**config.mk**
```make
export PLATFORM = sky130hd
export DESIGN_NAME = prog_launcher
export DESIGN_NICKNAME = d
export VERILOG_FILES = /design/src/rtl/prog_launcher.sv
export SDC_FILE = /design/constraint.sdc
export NUM_CORES = 1
export LEC_CHECK = 0
export ABC_CLOCK_PERIOD_IN_PS = 3500
export CAP_MARGIN = 20
export CELL_PAD_IN_SITES_DETAIL_PLACEMENT = 1
export CELL_PAD_IN_SITES_GLOBAL_PLACEMENT = 1
export CORE_MARGIN = 4
export CORE_UTILIZATION = 45
export CTS_BUF_LIST = sky130_fd_sc_hd__clkbuf_4
export CTS_CLUSTER_DIAMETER = 50
export DETAILED_ROUTE_END_ITERATION = 10
export HOLD_SLACK_MARGIN = 0.06
export PLACE_DENSITY_LB_ADDON = 0.05
export SYNTH_ARGS = -nofsm -noshare
export SYNTH_HDL_FRONTEND = slang
export SYNTH_SLANG_ARGS = --single-unit
```
**constraint.sdc**
```tcl
create_clock -name i_clk -period 3.5 [get_ports i_clk]
set_input_delay 1.05 -clock i_clk [delete_from_list [all_inputs] [get_ports i_clk]]
set_output_delay 1.05 -clock i_clk [all_outputs]
set_load 0.05 [all_outputs]
```
**src/rtl/prog_launcher.sv**
```systemverilog
// rtl/prog_launcher.sv - host sequencer driving the processor start/ack program handshake
module prog_launcher #(
  parameter int NUM_PROGS    = 3,
  parameter int CNT_W        = 16,
  parameter int TIMEOUT      = 16'hFFFF,
  parameter int RST_CYCLES   = 2,
  parameter int START_CYCLES = 2
) (
  input  logic             i_clk,
  input  logic             i_rst_n,
  input  logic             i_go,
  input  logic             i_dut_ack,
  output logic             o_dut_reset,
  output logic             o_dut_start,
  output logic             o_busy,
  output logic [3:0]       o_prog_idx,
  output logic             o_result_valid,
  output logic [3:0]       o_result_idx,
  output logic [CNT_W-1:0] o_result_cycles,
  output logic             o_timed_out,
  output logic             o_done
);

  localparam int              PH_W          = 16;
  localparam logic [PH_W-1:0] LP_RST_LOAD   = PH_W'(RST_CYCLES - 1);
  localparam logic [PH_W-1:0] LP_START_LOAD = PH_W'(START_CYCLES - 1);
  localparam logic [CNT_W-1:0] LP_TIMEOUT   = CNT_W'(TIMEOUT);
  localparam logic [CNT_W-1:0] LP_CNT_MAX   = {CNT_W{1'b1}};
  localparam logic [3:0]      LP_LAST_IDX   = 4'(NUM_PROGS - 1);

  typedef enum logic [2:0] {
    S_IDLE    = 3'd0,
    S_DUT_RST = 3'd1,
    S_START   = 3'd2,
    S_RUN     = 3'd3,
    S_RESULT  = 3'd4,
    S_DONE    = 3'd5
  } state_t;

  state_t            r_state;
  state_t            w_state_nxt;
  logic [PH_W-1:0]   r_phase;
  logic [CNT_W-1:0]  r_cyc_cnt;
  logic              r_armed;
  logic [3:0]        r_prog_idx;
  logic [3:0]        r_result_idx;
  logic [CNT_W-1:0]  r_result_cycles;
  logic              r_timed_out;

  logic [CNT_W-1:0]  w_cnt_inc;
  logic              w_complete;
  logic              w_timeout;
  logic              w_last;

  // Count including the current RUN cycle, saturating so a hung program never wraps.
  assign w_cnt_inc  = (r_cyc_cnt == LP_CNT_MAX) ? r_cyc_cnt : r_cyc_cnt + CNT_W'(1);
  // Ack only counts once it has been seen low since this program's start.
  assign w_complete = (r_state == S_RUN) && i_dut_ack && r_armed;
  assign w_timeout  = (r_state == S_RUN) && !w_complete && (w_cnt_inc == LP_TIMEOUT);
  assign w_last     = (r_prog_idx == LP_LAST_IDX);

  assign o_prog_idx      = r_prog_idx;
  assign o_result_idx    = r_result_idx;
  assign o_result_cycles = r_result_cycles;
  assign o_timed_out     = r_timed_out;

  // State register; reset drops straight back to IDLE.
  always_ff @(posedge i_clk or negedge i_rst_n) begin
    if (!i_rst_n) r_state <= S_IDLE;
    else          r_state <= w_state_nxt;
  end

  // Next-state decode and state-derived handshake/status outputs.
  always_comb begin
    w_state_nxt    = r_state;
    o_dut_reset    = 1'b0;
    o_dut_start    = 1'b0;
    o_busy         = 1'b1;
    o_result_valid = 1'b0;
    o_done         = 1'b0;
    case (r_state)
      S_IDLE: begin
        o_busy = 1'b0;
        if (i_go) w_state_nxt = S_DUT_RST;
      end
      S_DUT_RST: begin
        o_dut_reset = 1'b1;
        if (r_phase == '0) w_state_nxt = S_START;
      end
      S_START: begin
        o_dut_start = 1'b1;
        if (r_phase == '0) w_state_nxt = S_RUN;
      end
      S_RUN: begin
        if (w_complete || w_timeout) w_state_nxt = S_RESULT;
      end
      S_RESULT: begin
        o_result_valid = 1'b1;
        if (r_timed_out || w_last) w_state_nxt = S_DONE;
        else                       w_state_nxt = S_START;
      end
      S_DONE: begin
        o_busy = 1'b0;
        o_done = 1'b1;
        if (i_go) w_state_nxt = S_DUT_RST;
      end
      default: w_state_nxt = S_IDLE;
    endcase
  end

  // Phase/cycle counters, arming, program index and captured results.
  always_ff @(posedge i_clk or negedge i_rst_n) begin
    if (!i_rst_n) begin
      r_phase         <= '0;
      r_cyc_cnt       <= '0;
      r_armed         <= 1'b0;
      r_prog_idx      <= '0;
      r_result_idx    <= '0;
      r_result_cycles <= '0;
      r_timed_out     <= 1'b0;
    end else begin
      case (r_state)
        S_IDLE, S_DONE: begin
          if (i_go) begin
            r_phase     <= LP_RST_LOAD;
            r_prog_idx  <= '0;
            r_timed_out <= 1'b0;
          end
        end
        S_DUT_RST: begin
          if (r_phase == '0) begin
            r_phase <= LP_START_LOAD;
            r_armed <= 1'b0;
          end else begin
            r_phase <= r_phase - 16'd1;
          end
        end
        S_START: begin
          r_cyc_cnt <= '0;
          if (!i_dut_ack) r_armed <= 1'b1;
          if (r_phase != '0) r_phase <= r_phase - 16'd1;
        end
        S_RUN: begin
          r_cyc_cnt <= w_cnt_inc;
          if (!i_dut_ack) r_armed <= 1'b1;
          if (w_complete || w_timeout) begin
            r_result_idx    <= r_prog_idx;
            r_result_cycles <= w_cnt_inc;
          end
          if (w_timeout) r_timed_out <= 1'b1;
        end
        S_RESULT: begin
          if (!(r_timed_out || w_last)) begin
            r_prog_idx <= r_prog_idx + 4'd1;
            r_phase    <= LP_START_LOAD;
            r_armed    <= 1'b0;
          end
        end
        default: ;
      endcase
    end
  end

endmodule
```
# Word-level counts from Yosys, hierarchy flattened
# Index checks and enable logic that the tools add are counted.
classes:
  add_sub_neg: 3
  n_eq_ne: 16
  muxes: 28
  reduce_logical: 23
op_table:
  columns: ["cell", "n"]
  rows:
  - ["$mux 16", 5]
  - ["$pmux 16 s4", 1]
  - ["$eq 16x16->1 const B", 2]
  - ["$pmux 16 s2", 1]
  - ["$add 16x1->16 const B", 1]
  - ["$logic_not 16->1", 1]
  - ["$reduce_bool 16->1", 1]
  - ["$sub 16x1->16 const B", 1]
  - ["$mux 3", 5]
  - ["$pmux 3 s5", 1]
  - ["$ne 2x2->1 const B", 6]
  - ["$reduce_and 4->1", 3]
  - ["$mux 1", 10]
  - ["$mux 4", 2]
  - ["$pmux 4 s2", 1]
  - ["$eq 3x2->1 const B", 2]
  - ["$eq 3x3->1 const B", 2]
  - ["$reduce_and 3->1", 2]
  - ["$reduce_bool 2->1", 3]
  - ["$add 4x1->4 const B", 1]
  - ["$eq 4x2->1 const B", 1]
  - ["$logic_and 1x1->1", 4]
  - ["$ne 2x1->1 const B", 2]
  - ["$reduce_bool 4->1", 1]
  - ["9 further kinds", 11]
word_totals:
  regBits: 61
  in_bits: 4
  out_inout_bits: 30
  elab_cells: 78

# Longest topological paths before layout
# Gate-level depths: netlist (run 1).
logic_depth:
  depth_word: 9
  mapped_depth: 10
  mapped_depth_nobuf: 8

# Worst setup path before layout (run 1)
# No wires, ideal clock.
synth_path:
  path_type: "reg2out"
  start: "reg r_state[0]"
  end: "out o_done"
  t_arrival_ps: 2286
  required_ps: 2450
  slack_ps: 164
  path_stages_with_launch: 5
  n_path_buf: 3
  path_cell_list: "dfrtp_1 clkbuf_1 clkbuf_1 buf_1 nor3b_1"
synth_between:
  elab_chain_cells: 2
synth_rtl:
  columns: ["item", "line_no", "text"]
  rows:
  - ["from (decl)", "40", "state_t r_state;"]
  - ["from (signal assigned)", "70", "else r_state <= w_state_nxt;"]
  - ["$eq 3x3->1", "81", "case (r_state)"]
  - ["$mux 1", "81", null]
  - ["to (decl)", "21", "output logic o_done"]
# No other way between the ends.

# Worst setup path after layout (run 1)
layout_path:
  start: "reg r_state[2]"
  end: "out o_done"
# The elaborated chain is that of the path after synthesis.

==> results.yml, run 1 <==
synth:
  yosysWarningCount: 0
  synthArstFlopShare: 1.00
  avgSynthCellArea_um2: 8.76
  synth_ff_type: "dfrtp_1"
  synthDistinctLibCells: 56
  postSynthCellCount: 416
  ys_seq_area_frac: 0.419
  netlist_area_um2: 3640
  synth_common_cells: "dfrtp_1 (61), nand2_1 (56), nor2_1 (38), o21ai_0 (32), a21oi_1 (23)"
  synth_top_area_frac: 0.419
  yosysMostFrequentCell: "dfrtp_1"
  yosys_register_bits: 61
  syn-num-nets: 424
  synth_edf_count: 0
  yosys.area.top_type: "dfrtp_1"
  synth_area_leaders: "dfrtp_1 (42%), nand2_1 (5.8%), o21ai_0 (4.4%)"
route:
  wire_per_inst_um: 19.1
  wirelength_um: 10600
  drcViolationCount: 0
  vias_per_cell: 5.99
  vias: 3316
  ant_nets: 0
  drt-initial-drc-count: 217
  firstDrtPassIters: 4
min_path:
  hold_path.class: "flop to flop"
  min_from: "o_result_cycles[0]$_DFFE_PN0P_"
  min_to: "o_result_cycles[0]$_DFFE_PN0P_"
  whs_path_depth: 2
worst_setup_path:
  timing.rr.start: "r_cyc_cnt[0]$_DFFE_PN0P_"
  reg2reg_to: "o_result_cycles[10]$_DFFE_PN0P_"
  cp-end-kind: "output port"
  reg2reg_slack_ns: 0.23
  setup.worst_path.class: "flop to output port"
  r2r_cells: 7
  critical_path_peak_fanout: 10
  critPathLaunchType: "flop"
  critPathArrivalTime_ns: 2.27
  critPathRequiredTime_ns: 2.45
clocking:
  postCtsSetupBuffers: 0
  cts_made_buffers: 9
  path_clk_slew_ns: 0.11
  cts_root_buffer: "clkbuf_4"
  htree_levels: 3
  insertion_delay_ns: 0.42
  cts-hold-fix-buffers: 0
  postCtsResizedCells: 0
  cts_sinks: 61
  cts_tree: "yes"
  cts_buffer_depth: 2
grt:
  gr-total-overflow: 0
  track_usage: 0.237
  antenna_found_initial: 0
  grt_max_degree: 28
  grt_pass1_wl_um: 18500
  grt_pass1_vias: 3647
sta:
  holdWs_ns: 0.506
  timing.setup.tns_ns: 0
  worstMarginPinSlew_ns: 0.839
  setup_viol: 0
  min_period_ns: 3.32
  rsz0062_at_grt: "false"
  max_freq_mhz: 302
  fin_worst_skew_ns: 0.0182
  slew_violations: 0
  finalHoldViolCount: 0
  max_slew_margin: 0.436
  period_share: 0.947
placement:
  post_dp_cell_area_um2: 4080
  dpl.hpwl_um: 7620
  gp_congestion: 0.816
  dp.cells: 538
  portBuffers: 33
job:
  maxCapViolations: 0
floorplan:
  rows: 32
  die_w_um: 98.0
  coreArea_um2: 7810
  start_util: 0.467
  io_pins: 34
  dieArea_um2: 9600
  die_h_um: 98.0
cells_and_area:
  fill_cells: 923
  area_growth_pct: 16.1
  num_antenna_cells: 0
  nets: 455
  drive_gt1_frac: 0.0973
  stdcell_count: 554
  final_area_um2: 4230
run_status:
  run_status: "complete, no violations"
power:
  powerDensity_nw_per_um2: 780
  p_leak_nw: 1.69
  ir_drop_mv: 0.482
## layout by cell type, fill, tap and decap left out, types with 9 or more instances in the layout
cell,synthesis,routed
dfrtp_1,61,61
nand2_1,56,56
nor2_1,38,38
o21ai_0,32,32
clkdlybuf4s50_1,0,30
a21oi_1,23,23
nand3_1,17,17
buf_4,2,17
xnor2_1,12,12
nand4_1,11,11
or3_1,10,10
nor4_1,10,10
clkbuf_4,0,10
inv_1,9,9
o211ai_1,9,9
## per-stage QoR
step | util | power (mW) | worst slack (ns)
6_report | 0.542 | 3.30 | 0.184
5_1_grt | 0.542 | 3.53 | 0.0491
4_1_cts | 0.542 | 3.32 | 0.177
3_5_place_dp | 0.522 | 2.75 | 0.315
3_3_place_gp | 0.522 | 2.68 | 0.457
2_1_floorplan | - | 2.22 | 0.164
## kinds of logic (layout without fill, tap and decap cells)
kind of cell	Yosys count	count (layout)	share of synthesized area
muxes	6	6	0.0179
DFF	61	61	0.419
adders and majority gates	5	5	0.0165
and+or+nand+nor	179	179	0.251
xor gates and xnor gates	15	15	0.0361
AOI/OAI and AO/OA	113	113	0.216
buffers and inverters	37	73	0.0443
## flip-flops by register name (all words and copies together), names as in the netlist
name,flops
o_result_cycles,16
o_result_idx,4
r_phase,16
r_state,3
r_armed,1
o_timed_out,1
o_prog_idx,4
r_cyc_cnt,16
## report_power, final
group	switching, mW	total (mW)	internal (mW)
logic	1.06	1.65	0.592
registers	0.197	1.08	0.882
clock network	0.276	0.568	0.291
## area by class of cell
type                       instances  area [um^2]  area share
multi-input combinational        318         1960       0.462
sequential                        61         1530       0.361
timing repair buffer              48          433       0.102
tap                              102          128      0.0302
clock inverter                     6         77.6      0.0183
clock buffer                      10         75.1      0.0178
inverter                           9         33.8     0.00799
## how the worst max path moves through the flow
stage               cells after the start                     start                              end
global route                            7  r_cyc_cnt[0]$_DFFE_PN0P_  o_result_cycles[10]$_DFFE_PN0P_
floorplan                               4    r_state[0]$_DFFE_PN0P_                           o_done
CTS                                     3    r_state[2]$_DFFE_PN0P_                           o_done
detailed placement                      7  r_cyc_cnt[0]$_DFFE_PN0P_  o_result_cycles[10]$_DFFE_PN0P_
finish                                  3    r_state[2]$_DFFE_PN0P_                           o_done
global placement                        7  r_cyc_cnt[0]$_DFFE_PN0P_      o_result_idx[0]$_DFFE_PN0P_
## worst max-delay path: stages, from the launching register on
cell and delay, ns:
dfrtp_1 0.57, inv_1 0.22, nor3b_1 0.23, clkdlybuf4s50_1 0.83
## layer usage
metal / wire length, um / global-route usage / share of wire
met1: 4700 / 0.297 / 0.44
met2: 5240 / 0.395 / 0.49
met3: 309 / 0.0529 / 0.029
met4: 356 / 0.100 / 0.034
met5: 0 / 0 / 0
Power figures use the tool's default switching activity.
==> run 2, diff against run 1 <==
Settings changed: DONT_BUFFER_PORTS set to 1.
==> run 2 against run 1 <==
Utilization decreased by 3.2 points. Clock-buffer cell count unchanged. Register-to-register slack gained 0.03 ns. First-iteration DRC count down 39%. Final cell count is 5.1% lower. Cell area fell by 5.9%. Worst hold slack got worse by 0.19 ns. Non-clock buffer count is 28 lower. Clock skew is 0.0014 ns lower. Via count is 3.6% lower. Clock power is 11% higher. Routed wire length is 3.7% lower. Critical path type is now flop to flop.
==> results.yml, run 2 (synthesized netlist as in run 1, its figures left out) <==
run_status:
  run_status: "complete, no violations"
cells_and_area:
  area_growth_pct: 9.24
  fill_cells: 950
  num_antenna_cells: 0
  multi_input_area_um2: 1970
  layout_common_cells: "dfrtp_1 (61), nand2_1 (56), nor2_1 (38), o21ai_0 (32), a21oi_1 (23)"
  drive_gt1_frac: 0.111
  nets: 427
  final_common_cell: "dfrtp_1"
  seq_area_um2: 1530
placement:
  gp_congestion: 0.855
  portBuffers: 0
  dpl.hpwl_um: 7180
grt:
  grt_max_degree: 62
  antenna_found_initial: 0
  gr-total-overflow: 0
  grt_pass1_wl_um: 17200
  grt_pass1_vias: 3281
  track_usage: 0.221
power:
  power.switching_mw: 1.48
  p_seq_frac: 0.410
  fin_total_pwr_mw: 3.19
  ir_drop_mv: 0.465
  p_int_mw: 1.70
  p_clk_frac: 0.198
  p_sw_frac: 0.465
  p_leak_nw: 1.60
  power_frac_comb: 0.392
  powerDensity_nw_per_um2: 801
floorplan:
  rows: 32
  start_util: 0.467
  coreArea_um2: 7810
  die_h_um: 98.0
  io_pins: 34
  die_w_um: 98.0
  dieArea_um2: 9600
worst_setup_path:
  critical_path_peak_fanout: 9
  slowest_stage: "a2111oi_4"
  critPathRequiredTime_ns: 3.77
  setup.worst_path.start: "r_cyc_cnt[0]$_DFFE_PN0P_"
  critPathLaunchType: "flop"
  setup.worst_path.class: "flop to flop"
  timing.rr.start: "r_cyc_cnt[0]$_DFFE_PN0P_"
  r2r_cells: 7
  cp_cell_sequence: "ha_1 -> nand4_1 -> or4_1 -> mux2_4 -> a2111oi_4 -> and4_1 -> o211ai_1"
  reg2reg_slack_ns: 0.26
  reg2reg_to: "o_result_idx[2]$_DFFE_PN0P_"
  critPathArrivalTime_ns: 3.51
  slowest_delay_ns: 0.62
  cp-end-kind: "flop"
route:
  wirelength_um: 10200
  drcViolationCount: 0
  vias_per_cell: 6.08
  ant_nets: 0
  firstDrtPassIters: 4
  wire_per_inst_um: 19.4
  drt-initial-drc-count: 132
  vias: 3196
clocking:
  path_clk_slew_ns: 0.12
  cts-hold-fix-buffers: 0
  cts_made_buffers: 9
  postCtsResizedCells: 0
  insertion_delay_ns: 0.41
  cts_root_buffer: "clkbuf_4"
  htree_levels: 3
  postCtsSetupBuffers: 0
  cts_sinks: 61
  cts_tree: "yes"
  cts_buffer_depth: 2
sta:
  fin_worst_skew_ns: 0.0168
  setup_viol: 0
  max_freq_mhz: 309
  timing.setup.tns_ns: 0
  slew_violations: 0
  min_period_ns: 3.24
  period_share: 0.926
  finalHoldViolCount: 0
  worstMarginPinSlew_ns: 0.855
  rsz0062_at_grt: "false"
  holdWs_ns: 0.311
  max_slew_margin: 0.425
min_path:
  hold_path.class: "input port to asynchronous set/reset pin"
job:
  maxCapViolations: 0
-- run 2: cell type report --
cell class	instances	area share
clock inverters	6	0.0255
well taps	102	0.0321
repair buffers	20	0.0377
inverters	9	0.00849
clock buffers	10	0.0189
flip-flops and latches	61	0.384
multi-input cells	318	0.494
-- run 2: metrics by stage --
step	setup WS, ns	cells	utilization	cell area, um^2
finish	0.259	526	0.510	3980
floorplan	0.164	416	-	3640
global route	0.0499	526	0.510	3980
global placement	0.466	510	0.487	3800
detailed placement	0.300	510	0.487	3800
CTS	0.262	526	0.510	3980
-- run 2: per-layer routing --
| layer | part of all wire | wire (um) | GRT usage |
|---|---|---|---|
| met5 | 0 | 0 | 0 |
| met1 | 0.45 | 4610 | 0.288 |
| met4 | 0.022 | 224 | 0.0756 |
| met3 | 0.031 | 313 | 0.0450 |
| met2 | 0.50 | 5070 | 0.365 |
-- run 2: power groups by stage --
| stage | clock (mW) | sequential [mW] | combinational, mW |
|---|---|---|---|
| floorplan | 0 | 1.26 | 0.963 |
| global placement | 0 | 1.31 | 1.21 |
| detailed placement | 0 | 1.32 | 1.25 |
| CTS | 0.648 | 1.31 | 1.27 |
| global route | 0.683 | 1.34 | 1.39 |
| finish | 0.633 | 1.31 | 1.25 |
-- run 2: how the worst max path moves through the flow --
stage | to | slack [ns] | cells past startpoint
floorplan | o_done | 0.16 | 4
global placement | o_result_idx[1]$_DFFE_PN0P_ | 0.47 | 7
detailed placement | o_result_idx[2]$_DFFE_PN0P_ | 0.30 | 7
CTS | o_result_idx[2]$_DFFE_PN0P_ | 0.26 | 7
global route | o_result_idx[2]$_DFFE_PN0P_ | 0.05 | 7
finish | o_result_idx[2]$_DFFE_PN0P_ | 0.26 | 7
-- run 2: worst max-delay path: cells and delay by family, from the launching register on --
kind / cells / cell delay, ns
fa+ha+maj: 1 / 0.36
mux: 1 / 0.34
flops: 1 / 0.51
compound gates: 2 / 0.79
simple gates: 3 / 1.11
